<file path="src/rtl/round_ctrl_pkg.sv">
// Shared types and encodings for the game-round controller and its helpers.
// The timer_ctl codes map directly onto the countdown timer's A[2:1] lines.
package round_ctrl_pkg;

  typedef enum logic [2:0] {
    IDLE,
    LOAD,
    RUN,
    PAUSED,
    ROUND_END,
    GAME_OVER
  } state_t;

  // A[1] is an active-low reload; A[2] high freezes the count.
  localparam logic [1:0] TC_RELOAD = 2'b10;
  localparam logic [1:0] TC_RUN    = 2'b01;
  localparam logic [1:0] TC_HOLD   = 2'b11;

  localparam logic [3:0] SCORE_MAX = 4'd15;

  function automatic logic [1:0] tc_for_state(input state_t s);
    logic [1:0] tc;
    case (s)
      RUN:     tc = TC_RUN;
      PAUSED:  tc = TC_HOLD;
      default: tc = TC_RELOAD;
    endcase
    return tc;
  endfunction

endpackage

</file>
<file path="src/rtl/btn_debounce.sv">
// Raw active-low push-button to single-cycle press pulse.
// The chain is a 2-flop synchronizer, a stability counter and a falling-edge detector.
module btn_debounce #(
  parameter int DEBOUNCE_CYCLES = 1_000_000
) (
  input  logic clock_50,
  input  logic rst,
  input  logic btn_n,
  output logic press
);

  localparam int CW = $clog2(DEBOUNCE_CYCLES + 1);
  localparam logic [CW-1:0] CNT_LAST = CW'(DEBOUNCE_CYCLES - 1);

  logic [1:0]    sync;
  logic          level;
  logic [CW-1:0] cnt;

  // NOTE: sequential state uses non-blocking assignments only, so every flop
  // samples pre-edge values regardless of statement order.
  always_ff @(posedge clock_50 or negedge rst) begin
    if (!rst) begin
      sync  <= 2'b11;
      level <= 1'b1;
      cnt   <= '0;
      press <= 1'b0;
    end else begin
      sync  <= {sync[0], btn_n};
      press <= 1'b0;
      if (sync[1] != level) begin
        // The new level must hold for DEBOUNCE_CYCLES consecutive cycles.
        if (cnt == CNT_LAST) begin
          level <= sync[1];
          cnt   <= '0;
          press <= level;
        end else begin
          cnt <= cnt + 1'b1;
        end
      end else begin
        cnt <= '0;
      end
    end
  end

endmodule

</file>
<file path="src/rtl/round_ctrl.sv">
// Game-round controller: sequences answer rounds around the 30 s countdown,
// drives its reload/freeze lines and keeps round number and score.
module round_ctrl #(
  parameter int NUM_ROUNDS      = 5,
  parameter int DEBOUNCE_CYCLES = 1_000_000
) (
  input  logic       clock_50,
  input  logic       rst,
  input  logic       sec_tick,
  input  logic       start_n,
  input  logic       pause_n,
  input  logic       answer_valid,
  input  logic       answer_correct,
  input  logic       time_out,
  output logic [1:0] timer_ctl,
  output logic [3:0] round,
  output logic [3:0] score,
  output logic       running,
  output logic       game_over
);

  import round_ctrl_pkg::*;

  localparam logic [3:0] ROUND_LAST = 4'(NUM_ROUNDS);

  state_t     state_q, state_d;
  logic [3:0] round_d, score_d;
  logic       start_press, pause_press;

  btn_debounce #(.DEBOUNCE_CYCLES(DEBOUNCE_CYCLES)) u_start_btn (
    .clock_50 (clock_50),
    .rst      (rst),
    .btn_n    (start_n),
    .press    (start_press)
  );

  btn_debounce #(.DEBOUNCE_CYCLES(DEBOUNCE_CYCLES)) u_pause_btn (
    .clock_50 (clock_50),
    .rst      (rst),
    .btn_n    (pause_n),
    .press    (pause_press)
  );

  // NOTE: every signal written here gets a default first, so no path through
  // the case can leave one unassigned and infer a latch.
  always_comb begin
    state_d = state_q;
    round_d = round;
    score_d = score;
    case (state_q)
      IDLE, GAME_OVER: begin
        if (start_press) begin
          state_d = LOAD;
          round_d = 4'd1;
          score_d = 4'd0;
        end
      end
      LOAD: begin
        // The countdown reloads on the tick edge, so only then is it safe to run.
        if (sec_tick) state_d = RUN;
      end
      RUN: begin
        if (answer_valid) begin
          state_d = ROUND_END;
          if (answer_correct && score != SCORE_MAX) score_d = score + 4'd1;
        end else if (time_out) begin
          state_d = ROUND_END;
        end else if (pause_press) begin
          state_d = PAUSED;
        end
      end
      PAUSED: begin
        if (pause_press) state_d = RUN;
      end
      ROUND_END: begin
        if (round >= ROUND_LAST) begin
          state_d = GAME_OVER;
        end else begin
          state_d = LOAD;
          round_d = round + 4'd1;
        end
      end
      default: state_d = IDLE;
    endcase
  end

  // Outputs are decoded from the next state so they change in step with it.
  always_ff @(posedge clock_50 or negedge rst) begin
    if (!rst) begin
      state_q   <= IDLE;
      round     <= 4'd0;
      score     <= 4'd0;
      timer_ctl <= TC_RELOAD;
      running   <= 1'b0;
      game_over <= 1'b0;
    end else begin
      state_q   <= state_d;
      round     <= round_d;
      score     <= score_d;
      timer_ctl <= tc_for_state(state_d);
      running   <= (state_d == RUN);
      game_over <= (state_d == GAME_OVER);
    end
  end

endmodule

</file>
<file path="config.mk">
export PLATFORM = sky130hd
export DESIGN_NAME = round_ctrl
export DESIGN_NICKNAME = d
export VERILOG_FILES = /design/src/rtl/round_ctrl_pkg.sv /design/src/rtl/btn_debounce.sv /design/src/rtl/round_ctrl.sv
export SDC_FILE = /design/constraint.sdc
export NUM_CORES = 1
export LEC_CHECK = 0
export ABC_AREA = 1
export BUFFER_PORTS_ARGS = -buffer_cell sky130_fd_sc_hd__buf_2
export CAP_MARGIN = 5
export CORE_AREA = 2 2 91 93
export DETAILED_ROUTE_END_ITERATION = 6
export DIE_AREA = 0 0 93 95
export SYNTH_ARGS = -nofsm -noshare
export SYNTH_HDL_FRONTEND = slang
export SYNTH_SLANG_ARGS = --single-unit
</file>
<file path="constraint.sdc">
create_clock -name clock_50 -period 1.84 [get_ports clock_50]
set_clock_uncertainty 0.2 [all_clocks]
set_input_delay 0.184 -clock clock_50 [delete_from_list [all_inputs] [get_ports clock_50]]
set_output_delay 0.184 -clock clock_50 [all_outputs]
set_load 0.02 [all_outputs]
</file>
==> flow_summary.toml <==
[run]
cap_viol_max_count = 0

[clock_tree]
cts_buffer_depth = 2
cts_root_buf = "clkbuf_8"
tritoncts = "yes"
worstSkewPairLatency_ns = 0.33
numCtsBuffers = 9
cts_setup_buffers = 0
clock-sinks = 63
clkTransAtPathRegs_ns = 0.07
cts.htree.levels = 3

[hold_path]
worstHoldEndpoint = "state_q[2]$_DFF_PN0_"
worstHoldStart = "time_out"
whs_path_depth = 5
min_path_type = "primary input to flip-flop"

[logic_synthesis]
synth_top_family_by_area = "simple AND/OR/NAND/NOR gates"
ys.flop_type = "dfrtp_1"
syn-num-nets = 429
ys_ff_latch = 63
synth-adder-area-share = 0.0217
synth-compound-area-share = 0.0401
synth_cells = 415
synthXorXnorAreaFrac = 0.0705
synth_edf_count = 0
syn_area_sq_um = 3460
synth.avg_cell_area_sq_um = 8.34
synth-warning-count = 0
muxShareOfSynthArea = 0
yosysSeqAreaShare = 0.458
synth_cell_types = 34
synth-simple-area-share = 0.352
synth-async-reset-ratio = 1.00

[place]
routabilityCongestion = 0.827
place_ws_ns = 0.157
placed_cell_area_sq_um = 3710
place_inst = 540
portBuffers = 19
dpl.hpwl_microns = 4640

[power]
ir_drop_uv = 409
pwr_density_cell_nw_per_um2 = 882
p_leak_nw = 1.76

[sta]
post-route-period-util = 0.909
rsz0062_at_grt = "false"
worstMarginPinSlew_ns = 0.331
worst_slack_ns = 0.168
finalHoldViolCount = 0
setup_viol = 0
slew_headroom = 0.779
slew_viol_final = 0
fmax_mhz = 598
fin_setup_tns_ns = 0
min_period_ns = 1.67

[grt]
antenna_found_initial = 0
overflow = 0
grt_pass1_vias = 2514
grt_pass1_wl_microns = 11300
grt_max_degree = 64
grtUsageTotal = 0.163

[final_layout]
nets = 463
fin_area_sq_um = 3950
fill_cells = 792
drive_gt1_frac = 0.216
stdcell_count = 559
antennaDiodeCount = 0
area_growth_pct = 14.1

[worst_setup_path]
cpMaxStageDelayCell = "dfrtp_1"
end_kind = "flip-flop"
cp_slowest_stage_delay_ns = 0.44
crit_top_cell = "nand2_1"
crit_type = "flip-flop to flip-flop"
crit_path_start_kind = "flip-flop"
critPathBufInv = 2
crit_fanout = 8
cp-startpoint = "round[0]$_DFFE_PN0P_"
critPathRequiredTime_ns = 1.84
r2r-end = "round[0]$_DFFE_PN0P_"
arrival_ns = 1.68
crit_chain = "inv_1 > ha_1 > inv_1 > o21ai_0 > nand2_1 > nand2_1 > nand2_1 > nand2_1 > o21ai_0"
regToRegStartpoint = "round[0]$_DFFE_PN0P_"
ff2ff_path_depth = 9
cp_top_family = "flip-flops"
r2r_slack_ns = 0.17

[floorplan]
die_h_microns = 95
rows = 33
die_w_microns = 93
io_pins = 20
die_area_sq_um = 8840
start_util = 0.436
core-area_sq_um = 7930

[routing]
route.antenna.remaining_nets = 0
wl_per_cell_microns = 11.0
first_pass_iters = 4
drt_wl_total_microns = 6170
drc_errors = 0
viasPerCell = 4.71
vias = 2631
drt_iter0_drc = 115

[run_status]
outcome = "completed"
==> layout by cell type, fill, tap and decap left out, drive strengths merged, types with 2 or more instances in the layout <==
cell | synthesis | layout
or2 | 4 | 4
dlygate4sd3 | 0 | 3
inv | 51 | 51
ha | 6 | 6
dfstp | 7 | 7
dfrtp | 56 | 56
xnor2 | 12 | 12
o21ai | 13 | 13
o21bai | 2 | 2
clkbuf | 0 | 14
nand4 | 4 | 4
nor3 | 11 | 11
a21oi | 9 | 9
xor2 | 15 | 15
nor2 | 99 | 99
buf | 0 | 20
nand3 | 27 | 27
nand2 | 96 | 96
==> worst max path at each step <==
stage,end,slack (ns),cells past startpoint
floorplan,round[0]$_DFFE_PN0P_,0.25,8
global placement,u_start_btn.cnt[19]$_DFF_PN0_,0.23,8
detailed placement,round[0]$_DFFE_PN0P_,0.16,9
CTS,round[0]$_DFFE_PN0P_,0.15,9
global route,round[0]$_DFFE_PN0P_,0.002,9
finish,round[0]$_DFFE_PN0P_,0.17,9
==> synthesized netlist by cell type, types with 2 or more instances <==
master	number	area (sq um)
a21oi_1	7	35.0
a21oi_2	2	17.5
dfrtp_1	56	1400
dfstp_2	7	184
ha_1	6	75.1
inv_1	43	161
inv_2	6	22.5
nand2_1	81	304
nand2_2	11	68.8
nand2_4	3	33.8
nand3_1	23	115
nand3_2	3	30.0
nand4_1	4	25.0
nor2_1	81	304
nor2_2	7	43.8
nor2_4	11	124
nor3_1	7	35.0
nor3_2	2	20.0
nor3_4	2	32.5
o21ai_0	6	30.0
o21ai_1	7	35.0
o21bai_1	2	15.0
or2_2	3	18.8
xnor2_1	12	105
xor2_1	14	123
==> routing by layer <==
metal  vias to the layer above  global-route usage  wire [microns]
met4                         0              0.0662              96
li1                       1358                   -               -
met1                      1227               0.210            3000
met3                         9              0.0335             180
met5                         -                   0               0
met2                        37               0.271            2900
==> area by class of cell <==
class | instances | area, sq um | share of cell area
Multi-Input combinational cell | 301 | 1680 | 0.424
Sequential cell | 63 | 1590 | 0.402
Inverter | 51 | 199 | 0.0504
Clock buffer | 14 | 173 | 0.0437
Timing Repair Buffer | 23 | 145 | 0.0368
Tap cell | 105 | 131 | 0.0333
Clock inverter | 2 | 37.5 | 0.00951
==> metrics by stage <==
| step | hold WS, ns | utilization | power (mW) |
|---|---|---|---|
| after floorplan | -0.312 | - | 2.06 |
| after global placement | 0.0248 | 0.467 | 2.24 |
| after detailed placement | 0.0244 | 0.467 | 2.26 |
| after CTS | 0.00898 | 0.498 | 3.54 |
| after global routing | 0.0418 | 0.498 | 3.70 |
| final | 0.0140 | 0.498 | 3.48 |
==> registers in the layout, summed over array words and instances (netlist names) <==
| name | flops |
|---|---|
| u_pause_btn.cnt | 20 |
| u_start_btn.cnt | 20 |
| round | 4 |
| score | 4 |
| state_q | 3 |
| timer_ctl | 2 |
| u_pause_btn.sync | 2 |
| u_start_btn.sync | 2 |
| game_over | 1 |
| running | 1 |
| u_pause_btn.level | 1 |
| u_pause_btn.press | 1 |
| u_start_btn.level | 1 |
| u_start_btn.press | 1 |
==> cells by family after synthesis <==
logic type,Yosys count
and+or+nand+nor,243
DFF,63
buffers and inverters,51
xor gates and xnor gates,27
AOI/OAI and AO/OA,25
adders and majority gates,6
==> power breakdown <==
group	internal, mW	switching, mW
clock network	0.738	0.513
registers	1.50	0.0899
logic	0.209	0.436
==> worst register-to-register path: stages, from the launching register on <==
cell     delay (ns)
dfrtp_1        0.44
inv_1          0.10
ha_1           0.15
inv_1          0.03
o21ai_0        0.15
nand2_1        0.07
nand2_1        0.07
nand2_1        0.15
nand2_1        0.10
o21ai_0        0.09
==> what timing repair did <==
item                                    in CTS  in global routing
hold endpoints to repair                    65                  0
hold buffers                                 3                  0
endpoints found under the setup margin       0                  1
gates resized for setup                      0                  1
No activity file was read; power rests on OpenSTA's default activity.
